### config.mk
export PLATFORM = sky130hd
export DESIGN_NAME = mux_tree_pipe
export DESIGN_NICKNAME = d
export VERILOG_FILES = /design/src/rtl/mux_tree_pkg.sv /design/src/rtl/mux_tree_level.sv /design/src/rtl/mux_tree_pipe.sv
export SDC_FILE = /design/constraint.sdc
export NUM_CORES = 1
export LEC_CHECK = 0
export BUFFER_PORTS_ARGS = -buffer_cell sky130_fd_sc_hd__buf_2
export CAP_MARGIN = 20
export CORE_MARGIN = 5
export CORE_UTILIZATION = 35
export DETAILED_ROUTE_END_ITERATION = 12
export SETUP_SLACK_MARGIN = 0.15
export SYNTH_ARGS = -nofsm -noshare
export SYNTH_HDL_FRONTEND = slang
export SYNTH_SLANG_ARGS = --single-unit
### constraint.sdc
create_clock -name clk -period 1.4 [get_ports clk]
set_input_delay 0.35 -clock clk [delete_from_list [all_inputs] [get_ports clk]]
set_output_delay 0.35 -clock clk [all_outputs]
set_load 0.01 [all_outputs]
### src/rtl/mux_tree_pkg.sv
// mux_tree_pkg: shared constants and helpers for the pipelined mux tree.
//   MODE_MANUAL / MODE_SCAN : encodings of the mode input.
//   sel_off()               : bit offset of a tree level's select-remainder
//                             slot inside the top's flattened select bus.
package mux_tree_pkg;

  localparam logic MODE_MANUAL = 1'b0;
  localparam logic MODE_SCAN   = 1'b1;

  // The select remainder at level k is (selw - k) bits wide.
  // The slots are packed back to back, so the offset of slot k is
  // sum_{j<k} (selw - j).
  function automatic int sel_off(input int selw, input int k);
    return k * selw - (k * (k - 1)) / 2;
  endfunction

endpackage

### src/rtl/mux_tree_level.sv
// mux_tree_level: one level of the pipelined mux tree.
// NIN input channels are reduced to NIN/2 by 2:1 muxes that are steered by
// bit 0 of the select remainder. The results are then registered together
// with the rest of the select bits, the channel index and valid.
// Ports:
//   clk, rst_n : clock and synchronous active-low reset
//   data_i     : NIN packed channels, channel i = data_i[i*WIDTH +: WIDTH]
//   sel_i      : remaining select bits (bit 0 is resolved here)
//   ch_i       : originating channel index (passed through)
//   valid_i    : this level's inputs carry a sample
//   data_o     : NIN/2 registered channels
//   sel_o      : registered select remainder (sel_i >> 1)
//   ch_o       : registered channel index
//   valid_o    : registered valid
// Handshake: valid-only, no ready. A level takes a sample on every edge
// where valid_i=1. Its payload registers hold their value while valid is
// low, and valid_o tracks valid_i one cycle later.
module mux_tree_level
  import mux_tree_pkg::*;
#(
  parameter int WIDTH = 8,
  parameter int NIN   = 2,
  parameter int SELR  = 1,
  parameter int CHW   = 1,
  localparam int SELO = (SELR > 1) ? SELR - 1 : 1,
  localparam int NOUT = NIN / 2
) (
  input  logic                  clk,
  input  logic                  rst_n,
  input  logic [NIN*WIDTH-1:0]  data_i,
  input  logic [SELR-1:0]       sel_i,
  input  logic [CHW-1:0]        ch_i,
  input  logic                  valid_i,
  output logic [NOUT*WIDTH-1:0] data_o,
  output logic [SELO-1:0]       sel_o,
  output logic [CHW-1:0]        ch_o,
  output logic                  valid_o
);

  logic [NOUT*WIDTH-1:0] data_d, data_q;
  logic [SELO-1:0]       sel_d, sel_q;
  logic [CHW-1:0]        ch_q;
  logic                  valid_q;

  always_comb begin
    data_d = '0;
    for (int j = 0; j < NOUT; j++) begin
      data_d[j*WIDTH +: WIDTH] = sel_i[0] ? data_i[(2*j+1)*WIDTH +: WIDTH]
                                          : data_i[(2*j)*WIDTH +: WIDTH];
    end
    // On the last level there are no bits left to pass on, so the single
    // remainder bit is always zero.
    sel_d = SELO'(sel_i >> 1);
  end

  always_ff @(posedge clk) begin
    if (!rst_n) begin
      data_q  <= '0;
      sel_q   <= '0;
      ch_q    <= '0;
      valid_q <= 1'b0;
    end else begin
      valid_q <= valid_i;
      if (valid_i) begin
        data_q <= data_d;
        sel_q  <= sel_d;
        ch_q   <= ch_i;
      end
    end
  end

  assign data_o  = data_q;
  assign sel_o   = sel_q;
  assign ch_o    = ch_q;
  assign valid_o = valid_q;

endmodule

### src/rtl/mux_tree_pipe.sv
// mux_tree_pipe: a pipelined CH:1 mux built as a binary tree with one
// register stage per level. The latency is LEVELS cycles and the block
// accepts one sample per cycle. A valid flag and the source channel index
// travel with each sample.
// Ports:
//   clk, rst_n : clock and synchronous active-low reset
//   in_data    : CH packed channels, channel i = in_data[i*WIDTH +: WIDTH]
//   in_valid   : a sample is presented this cycle
//   mode       : MODE_MANUAL uses sel, MODE_SCAN uses the round-robin counter
//   sel        : channel index in manual mode
//   out_data   : selected sample; holds the last valid one while idle
//   out_valid  : one-cycle pulse per sample that leaves the tree
//   out_ch     : channel index that out_data came from
// Handshake: valid-only, no ready. Every cycle with in_valid=1 is accepted
// unconditionally, and out_valid pulses once per accepted sample, in order.
module mux_tree_pipe
  import mux_tree_pkg::*;
#(
  parameter int WIDTH  = 8,
  parameter int CH     = 8,
  parameter int SELW   = $clog2(CH),
  parameter int LEVELS = $clog2(CH)
) (
  input  logic                clk,
  input  logic                rst_n,
  input  logic [CH*WIDTH-1:0] in_data,
  input  logic                in_valid,
  input  logic                mode,
  input  logic [SELW-1:0]     sel,
  output logic [WIDTH-1:0]    out_data,
  output logic                out_valid,
  output logic [SELW-1:0]     out_ch
);

  if (CH < 2 || (CH & (CH - 1)) != 0 || SELW != $clog2(CH) || LEVELS != SELW)
  begin : g_bad_cfg
    $error("mux_tree_pipe: CH must be a power of 2 >= 2, SELW/LEVELS derived");
  end

  // Flattened per-level buses. The level k input occupies a slot of its
  // own, and the slot after the last level is the block output.
  localparam int DATA_BUS_W = (2 * CH - 1) * WIDTH;
  localparam int SEL_BUS_W  = sel_off(SELW, LEVELS) + 1;

  logic [DATA_BUS_W-1:0]      data_bus;
  logic [SEL_BUS_W-1:0]       sel_bus;
  logic [(LEVELS+1)*SELW-1:0] ch_bus;
  logic [LEVELS:0]            valid_bus;
  logic                       unused_sel_rem;

  // Round-robin scan counter. It is cleared in manual mode, so every entry
  // into scan mode begins at channel 0. It advances only on accepted
  // samples and wraps for free because CH is a power of 2.
  logic [SELW-1:0] scan_cnt_d, scan_cnt_q;
  logic [SELW-1:0] eff_sel;

  always_comb begin
    scan_cnt_d = scan_cnt_q;
    if (mode == MODE_MANUAL) begin
      scan_cnt_d = '0;
    end else if (in_valid) begin
      scan_cnt_d = scan_cnt_q + 1'b1;
    end
  end

  always_ff @(posedge clk) begin
    if (!rst_n) begin
      scan_cnt_q <= '0;
    end else begin
      scan_cnt_q <= scan_cnt_d;
    end
  end

  assign eff_sel = (mode == MODE_SCAN) ? scan_cnt_q : sel;

  assign data_bus[0 +: CH*WIDTH] = in_data;
  assign sel_bus[0 +: SELW]      = eff_sel;
  assign ch_bus[0 +: SELW]       = eff_sel;
  assign valid_bus[0]            = in_valid;

  for (genvar k = 0; k < LEVELS; k++) begin : g_lvl
    localparam int NIN    = CH >> k;
    localparam int DOFF_I = (2 * CH - 2 * (CH >> k)) * WIDTH;
    localparam int DOFF_O = (2 * CH - 2 * (CH >> (k + 1))) * WIDTH;
    localparam int SR     = SELW - k;
    localparam int SO     = (SR > 1) ? SR - 1 : 1;
    localparam int SOFF_I = sel_off(SELW, k);
    localparam int SOFF_O = sel_off(SELW, k + 1);

    mux_tree_level #(
      .WIDTH (WIDTH),
      .NIN   (NIN),
      .SELR  (SR),
      .CHW   (SELW)
    ) u_level (
      .clk     (clk),
      .rst_n   (rst_n),
      .data_i  (data_bus[DOFF_I +: NIN*WIDTH]),
      .sel_i   (sel_bus[SOFF_I +: SR]),
      .ch_i    (ch_bus[k*SELW +: SELW]),
      .valid_i (valid_bus[k]),
      .data_o  (data_bus[DOFF_O +: (NIN/2)*WIDTH]),
      .sel_o   (sel_bus[SOFF_O +: SO]),
      .ch_o    (ch_bus[(k+1)*SELW +: SELW]),
      .valid_o (valid_bus[k+1])
    );
  end

  // The last level's select remainder is always zero. Nothing reads it.
  assign unused_sel_rem = sel_bus[SEL_BUS_W-1];

  assign out_data  = data_bus[DATA_BUS_W-1 -: WIDTH];
  assign out_ch    = ch_bus[LEVELS*SELW +: SELW];
  assign out_valid = valid_bus[LEVELS];

endmodule

Yosys cells after proc, flatten, opt, wreduce, memory -nomap -nowiden

Cells that the tools add are included.

Bits in registers: 74
Latch bits: 0
RAM bits: 0
Memory bits (read-only): 0
Bits of input ports: 71
Output and inout port bits: 12
Logic and storage cells: 22
Memories kept: 0

Add/sub/neg operators: 1
Multipliers: 0
Div/mod/pow operators: 0
$lt $le $gt $ge: 0
Equality and inequality tests: 0
Shifts and indexed selects: 0
Mux-type cells: 8
Bitwise gates (word level): 0
Reductions and logical operators: 1

Operator list:

| cell                  | number |
|---|---|
| $mux W8               | 7 |
| $add A3 B1 Y3 const B | 1 |
| $mux W3               | 1 |
| $reduce_and A2 Y1     | 1 |

Logic depth before layout (Yosys ltp)

Gate-level depths: netlist (run 1).

Depth in word-level cells: 2
Gate-level depth with buffers: 5
Mapped depth without buffers: 4

By module

A second synthesis (run 1) with hierarchy kept.

Cell total of the unflattened synthesis: 311
Area, all modules: 3158.0 um^2

By module, submodules not included:

| module                             | instances | cells an instance | area each (um^2) | seq. area each (um^2) |
|---|---|---|---|---|
| mux_tree_level at g_lvl[0].u_level | 1         | 161               | 1631.6           | 760.7 |
| mux_tree_level at g_lvl[1].u_level | 1         | 86                | 872.1            | 420.4 |
| mux_tree_level at g_lvl[2].u_level | 1         | 49                | 495.5            | 240.2 |
| mux_tree_pipe                      | 1         | 15                | 158.9            | 60.1 |

Worst setup path before layout (run 1)

No wires, ideal clock.

Path type: input port to flip-flop
Start: in mode
End: reg g_lvl[0].u_level.data_q[0]
Setup time: 0.137 ns
Arrival: 1.069 ns
Required time: 1.263 ns
Path slack: 0.194 ns
Stages: 5
Buffers on the path: 2
Path through: buf_6 -> mux2_4 -> buf_2 -> nand2_1 -> a31oi_1

Word-level cells in the longest chain between the ends: 2

RTL lines:

| what                 | line                 | source |
|---|---|---|
| start, declared      | mux_tree_pipe.sv:28  | `input logic mode,` |
| $mux W3              | mux_tree_pipe.sv:74  | `assign eff_sel = (mode == MODE_SCAN) ? scan_cnt_q : sel;` |
| $mux W8              | mux_tree_level.sv:48 | `data_d[j*WIDTH +: WIDTH] = sel_i[0] ? data_i[(2*j+1)*WIDTH +: WIDTH]` |
| end signal, assigned | mux_tree_level.sv:65 | `data_q <= data_d;` |
| end, declared        | mux_tree_level.sv:40 | `logic [NOUT*WIDTH-1:0] data_d, data_q;` |

Every way passes these cells.
A chain may end at the register's enable or synchronous reset.

==> results by group, run 1 <==
Yosys
  – Post-synthesis sequential area ratio: between 40% and 50%
  – Synth top area share: 45.6%
  – Largest cells by area after synthesis: dfxtp_1, nand2_1, mux2i_1
  – Ys Warns: 0
  – Synth cell count leaders: nand2_1, dfxtp_1, mux2i_1, a31oi_1, o21ai_0
  – Most numerous cell in the Yosys netlist: nand2_1
  – Main combinational cell family by area after synthesis: compound AO/OA/AOI/OAI gates
  – Synth Cell Area: just over 0.003 mm²
  – Post-Synth Simple-Gate Area: between 10% and 20%
  – Mean Syn Cell Area: ~9 µm²
  – Distinct cell type count after synthesis: 19
  – Post-synth ARST share: 0%
  – Synth Net Count: between 400 and 500
  – Synth Area in Adders: less than 1%
  – Synth area leader: dfxtp_1
  – Cell count after synthesis: between 300 and 400
  – Compound-gate portion of the synthesized area: a little over 20%
  – Post-synth EDFFs: 0
  – Post-synthesis mux area share: a little under an eighth
  – Ys flop type: dfxtp_1
  – #FFs+latches synth: a little over 70
  – XOR/XNOR Fraction of Synth Area: less than 1%

Finish
  – Final nets: between 400 and 500
  – Final Cell Area: around 0.0037 mm²
  – Area of the multi-input gates: 0.00146 mm²
  – Fillcell total: between 800 and 900
  – N_diodes: 0
  – Area Growth Syn to Fin: 19.3%
  – Fraction of layout cells with a size suffix above 1: 25.8%
  – Storage element area: around 0.0014 mm²

STA
  – RSZ-0062 raised after global routing: yes
  – Tightest Pin Transition: about 0.36 ns
  – Fin Setup TNS: 0 ns
  – Final Setup Violations: 0
  – Clock skew: roughly 0.0076 ns
  – Fin crit period: approximately 1.2 ns
  – Hold Violations, Final: 0
  – Final slew viol count: 0
  – Maximum clock rate: about 860 MHz
  – Slew margin rel.: 76.2%
  – Final Cycle Share: 83.1%

Hold path
  – HP Class: input port to flip-flop
  – Hold path start: in_data[12]

Placement
  – Post-DP HPWL: between 4000 and 5000 µm
  – DP Area: ~0.0035 mm²
  – # port buffers: 82
  – Global placer's final weighted congestion: approximately 0.75

Clocking
  – Clk buf depth: 2
  – H-tree levels: 3
  – # hold bufs at CTS: 0
  – Reg clk slew, reported paths: roughly 0.07 ns
  – Root buf cell: clkbuf_8
  – Clock Latency Late Sink: approximately 0.33 ns
  – Total clock buffers created by CTS: 9
  – Sink Count: 71
  – CTS resizes: 0
  – CTS tree: done
  – Post-CTS setup buffer count: 0

Detailed routing
  – Drt wl/cell: 14.1 µm
  – Drt drc: 0
  – Vias post-DR: around 2600
  – Wirelength, routed: 7330 µm
  – Initial DRT Pass Iterations: 4
  – Antenna-violating nets left: 0
  – Iteration-0 DRC Markers: roughly 120
  – Vias per cell: 4.95

GRT
  – Number of global-route vias before repair: roughly 2500
  – Antenna violations before repair: 1
  – Pin count of the biggest net entering global routing: 75
  – First-pass GRT wire length: 11900 µm
  – Overall routing resource usage: between 10% and 20%
  – Global route total overflow: 0

Die
  – Core Box Area: slightly below 0.009 mm²
  – Ports: 83
  – Die Width: 104 µm
  – Die area: between 0.01 and 0.015 mm²
  – Row cnt: 34
  – Die Y: approximately 100 µm
  – Initial Util: 35.8%

Power and ir drop
  – Power Density: 1130 mW/mm²
  – Seq pwr share: between 50% and 60%
  – Clk network pwr share: around 33%
  – Combinational power share: 13.8%
  – Switching pwr: 1.05 mW
  – Internal: between 3 and 4 mW
  – Sw Ratio: approximately 25%
  – Max IR drop VDD: between 0.0004 and 0.0005 V
  – Static leakage: 1.78 nW

Outcome
  – Status: finished, final reports clean

Worst setup path
  – CP max FO: 14
  – CP endpoint kind: flip-flop
  – WP data arrival: around 1.4 ns
  – Critical Path RT: between 1.5 and 2 ns
  – Critical path startpoint: g_lvl[0].u_level.ch_o[1]$_SDFFE_PN0P_
  – Worst setup SP type: flip-flop
  – CP Class: flip-flop to flip-flop
  – Worst r2r src: g_lvl[0].u_level.ch_o[1]$_SDFFE_PN0P_

Job
  – Max-Cap Viols: 0
[kinds of logic (layout without fill, tap and decap cells)]
family,Yosys count,after routing
compound gates,91,91
xor+xnor,2,2
simple gates,105,105
buf+inv,42,105
flops,71,71
fa+ha+maj,1,1
mux,35,36
[per-stage QoR]
stage	total power [mW]	utilization (%)	instances	hold slack (ns)	worst slack, ns
6_report	4.19	42.7	519	0.267	0.237
5_1_grt	4.41	42.7	519	0.263	0.140
4_1_cts	4.23	42.5	518	0.250	0.170
3_5_place_dp	2.83	40.6	504	0.466	0.0321
3_3_place_gp	2.82	40.6	504	0.460	0.0621
2_1_floorplan	2.63	-	347	0.453	0.194
[area by class of cell]
type	instances	area share [%]
Timing Repair Buffer	91	14.5
Clock buffer	13	4.27
Clock inverter	1	0.134
Sequential cell	71	38.2
Multi-Input combinational cell	235	39.2
Tap cell	108	3.63
[flip-flops by register name, summed over array words and instances, names as in the netlist]
name,flops
g_lvl.u_level.data_o,56
g_lvl.u_level.valid_o,3
g_lvl.u_level.ch_o,9
scan_cnt_q,3
[worst max-delay path, stage by stage (launching register included)]
cell and delay, ns:
dfxtp_1 0.39, buf_12 0.18, mux2i_1 0.28, nand2_1 0.08, o211a_1 0.12
[worst paths after layout]
check	cells after the start	slack [ns]	to
max	4	0.24	g_lvl[1].u_level.data_o[15]$_SDFFE_PN0P_
min	3	0.27	g_lvl[0].u_level.data_o[4]$_SDFFE_PN0P_
max reg2reg	4	0.24	g_lvl[1].u_level.data_o[15]$_SDFFE_PN0P_
min reg2reg	1	0.48	g_lvl[1].u_level.data_o[12]$_SDFFE_PN0P_
[per-layer routing]
metal	global-route usage [%]	wire length, µm	up-vias
met5	0	18	-
met4	5.55	104	2
met3	3.41	334	11
met2	19.6	3290	73
met1	18.3	3580	1159
li1	-	-	1323
[power groups by stage]
stage	clock network (mW)	registers (mW)	logic (mW)
2_1_floorplan	0	2.24	0.397
3_3_place_gp	0	2.26	0.562
3_5_place_dp	0	2.26	0.570
4_1_cts	1.44	2.22	0.574
5_1_grt	1.53	2.23	0.655
6_report	1.40	2.22	0.576
[cell usage in the layout (no fill, tap or decap)]
cell      synthesis  layout
o21ai_0          32      32
xor2_1            1       1
and2_1            3       3
clkbuf_1         12       2
nor2_1            3       3
xnor2_1           1       1
o211a_1          27      27
ha_1              1       1
a31oi_1          32      32
buf_12            0       5
dfxtp_1          71      71
mux2i_4           1       1
nor2b_1           6       6
mux2i_1          33      33
nand2_1          93      93
buf_4            14       4
clkinv_2          0       1
clkbuf_8          0      11
buf_2             9      82
mux2_4            1       2
No activity file was read; power rests on OpenSTA's default activity.
==> run 2: changes to the inputs <==
clock period = 1.2 ns   (was 1.4 ns; I/O delays follow)
==> results by group, run 2 (synthesized netlist as in run 1, its figures left out) <==
Worst setup path
  – Worst reg2reg path depth: 6 (was 4)
  – CP endpoint kind: flip-flop (unchanged)
  – Critical Path RT: 1.47 ns (was 1.63 ns)
  – Worst r2r src: scan_cnt_q[0]$_SDFFE_PN0P_ (was g_lvl[0].u_level.ch_o[1]$_SDFFE_PN0P_)
  – Worst reg2reg endpoint: g_lvl[0].u_level.data_o[19]$_SDFFE_PN0P_ (was g_lvl[1].u_level.data_o[15]$_SDFFE_PN0P_)
  – Worst setup SP type: flip-flop (unchanged)
  – FF-to-FF setup slack: -0.01 ns (was 0.24 ns)
  – CP peak stage delay: 0.33 ns (was 0.39 ns)
  – WP data arrival: 1.48 ns (was 1.39 ns)
  – Critical-path cell list: buf_6 -> mux2i_4 -> buf_12 -> clkbuf_16 -> nand2_1 -> a31oi_1 (was buf_12 -> mux2i_1 -> nand2_1 -> o211a_1)
  – CP Class: flip-flop to flip-flop (unchanged)
  – CP max FO: 8 (was 14)
  – Critical Path Slowest Stage Cell: dfxtp_2 (was dfxtp_1)

Detailed routing
  – Iteration-0 DRC Markers: 109 (was 122)
  – Vias per cell: 4.98 (was 4.95)
  – Vias post-DR: 2675 (was 2568)
  – Initial DRT Pass Iterations: 4 (unchanged)
  – Wirelength, routed: 7950 µm (was 7330 µm)
  – Drt drc: 0 (unchanged)
  – Antenna-violating nets left: 0 (unchanged)
  – Drt wl/cell: 14.8 µm (was 14.1 µm)

Outcome
  – Failing checks: setup timing
  – Status: finished, violations left (was finished, final reports clean)

Finish
  – Max reg flops: 56 (unchanged)
  – Area Growth Syn to Fin: 35.2% (was 19.3%)
  – Fraction of layout cells with a size suffix above 1: 40.1% (was 25.8%)
  – Fillcell total: 835 (was 868)
  – N_diodes: 0 (unchanged)
  – Non-filler instance count after layout: 537 (was 519)
  – Leading cell types in the layout, fill and taps excluded: nand2_1, buf_2, dfxtp_1, o21ai_0, a31oi_1 (was nand2_1, buf_2, dfxtp_1, mux2i_1)
  – Final nets: 498 (was 480)

Die
  – Row cnt: 34 (unchanged)
  – Die area: 0.0109 mm² (unchanged)
  – Initial Util: 35.8% (unchanged)
  – Die Y: 104 µm (unchanged)
  – Ports: 83 (unchanged)
  – Die Width: 104 µm (unchanged)
  – Core Box Area: 0.00872 mm² (unchanged)

STA
  – Worst setup margin: -0.0108 ns (was 0.237 ns)
  – Hold Violations, Final: 0 (unchanged)
  – Final Setup Violations: 3 (was 0)
  – Tightest Pin Transition: 0.343 ns (was 0.356 ns)
  – Maximum clock rate: 826 MHz (was 860 MHz)
  – Fin crit period: 1.21 ns (was 1.16 ns)
  – Final Cycle Share: 101% (was 83.1%)
  – Slew margin rel.: 77.1% (was 76.2%)
  – Clock skew: 0.00706 ns (was 0.00759 ns)
  – Final slew viol count: 0 (unchanged)
  – RSZ-0062 raised after global routing: yes (unchanged)

Power and ir drop
  – Max IR drop VDD: 0.000559 V (was 0.000469 V)
  – Static leakage: 1.96 nW (was 1.78 nW)
  – Power Density: 1190 mW/mm² (was 1130 mW/mm²)
  – Overall power: 5.03 mW (was 4.19 mW)

Hold path
  – Min-Delay Endpoint: g_lvl[0].u_level.data_o[22]$_SDFFE_PN0P_ (was g_lvl[0].u_level.data_o[4]$_SDFFE_PN0P_)
  – HP Class: input port to flip-flop (unchanged)
  – Hold Path Stages: 3 (unchanged)
  – Hold path start: in_data[38] (was in_data[12])

Clocking
  – # hold bufs at CTS: 0 (unchanged)
  – CTS tree: done (unchanged)
  – H-tree levels: 3 (unchanged)
  – Reg clk slew, reported paths: 0.07 ns (about the same)
  – Sink Count: 71 (unchanged)
  – Clock Latency Late Sink: 0.34 ns (was 0.33 ns)
  – Total clock buffers created by CTS: 9 (unchanged)
  – Clk buf depth: 2 (unchanged)
  – Root buf cell: clkbuf_8 (unchanged)

Job
  – Max-Cap Viols: 0 (unchanged)

GRT
  – Global route total overflow: 0 (unchanged)
  – Overall routing resource usage: 13.2% (was 13.3%)
  – Antenna violations before repair: 0 (was 1)
  – Number of global-route vias before repair: 2526 (was 2513)
  – Pin count of the biggest net entering global routing: 55 (was 75)
  – First-pass GRT wire length: 11900 µm (about the same)

Placement
  – Post-DP HPWL: 5120 µm (was 4930 µm)
  – Global placer's final weighted congestion: 0.769 (was 0.752)
  – # port buffers: 82 (unchanged)
  – Placed Cells: 510 (was 504)
==> run 2: cell count changes in the layout (fill, tap and decap cells not counted), sizes merged <==
cell    change
clkinv      +1
buf        +15
clkbuf      +3
mux2        -1
==> run 2: worst max-delay path by stage <==
stage	from	end	slack [ns]	cells past startpoint
2_1_floorplan	mode	g_lvl[0].u_level.data_o[0]$_SDFFE_PN0P_	0.08	5
3_3_place_gp	mode	g_lvl[0].u_level.data_o[19]$_SDFFE_PN0P_	-0.03	4
3_5_place_dp	mode	g_lvl[0].u_level.data_o[11]$_SDFFE_PN0P_	-0.06	5
4_1_cts	scan_cnt_q[0]$_SDFFE_PN0P_	g_lvl[0].u_level.data_o[11]$_SDFFE_PN0P_	0.03	5
5_1_grt	scan_cnt_q[0]$_SDFFE_PN0P_	g_lvl[0].u_level.data_o[0]$_SDFFE_PN0P_	-0.06	6
6_report	scan_cnt_q[0]$_SDFFE_PN0P_	g_lvl[0].u_level.data_o[19]$_SDFFE_PN0P_	-0.01	6
==> run 2: timing repair <==
item,4_1_cts,5_1_grt
resized for setup,32,45
endpoints found under the setup margin,57,68
gates cloned,1,5
pin swaps,1,45
setup buffers,4,3
==> run 2: cell type report <==
| cell class | count | area (µm²) | share of cell area [%] |
|---|---|---|---|
| clock buffers | 12 | 135 | 3.20 |
| clock inverters | 2 | 10.0 | 0.237 |
| multi-input cells | 234 | 1630 | 38.6 |
| flip-flops and latches | 71 | 1440 | 34.2 |
| well taps | 108 | 135 | 3.20 |
| repair buffers | 110 | 866 | 20.5 |
==> run 2: metrics by stage <==
stage               instance area (µm²)  setup WS, ns  hold slack [ns]  utilization [%]  TNS (ns)
floorplan                          3150        0.0759            0.453                -         0
global placement                   3590       -0.0349            0.460             41.1    -0.543
detailed placement                 3590       -0.0598            0.466             41.1     -1.32
CTS                                3910        0.0299            0.202             44.8         0
global route                       4220       -0.0596            0.206             48.4     -1.00
finish                             4220       -0.0108            0.213             48.4   -0.0232
==> run 2: metal layers <==
| metal | routed length, µm | part of all wire, % | vias to the layer above | global-route usage (%) |
|---|---|---|---|---|
| met5 | 0 | 0 | - | 0 |
| met4 | 97 | 1.2 | 0 | 3.89 |
| met3 | 395 | 5.0 | 14 | 3.85 |
| met2 | 3740 | 47 | 62 | 20.1 |
| met1 | 3720 | 47 | 1235 | 18.1 |
| li1 | - | - | 1364 | - |
==> run 2: worst max-delay path: cells and delay by family, from the launching register on <==
family	cells	cell delay (ns)
AOI/OAI and AO/OA	1	0.15
buffers and inverters	3	0.45
DFF	1	0.33
muxes	1	0.15
and+or+nand+nor	1	0.07
==> run 2: power breakdown <==
part / total (mW) / internal (mW) / leakage, nW / switching, mW
sequential: 2.61 / 2.51 / 0.592 / 0.102
combinational: 0.880 / 0.465 / 1.30 / 0.414
clock: 1.54 / 0.723 / 0.0761 / 0.814
total: 5.03 / 3.70 / 1.96 / 1.33
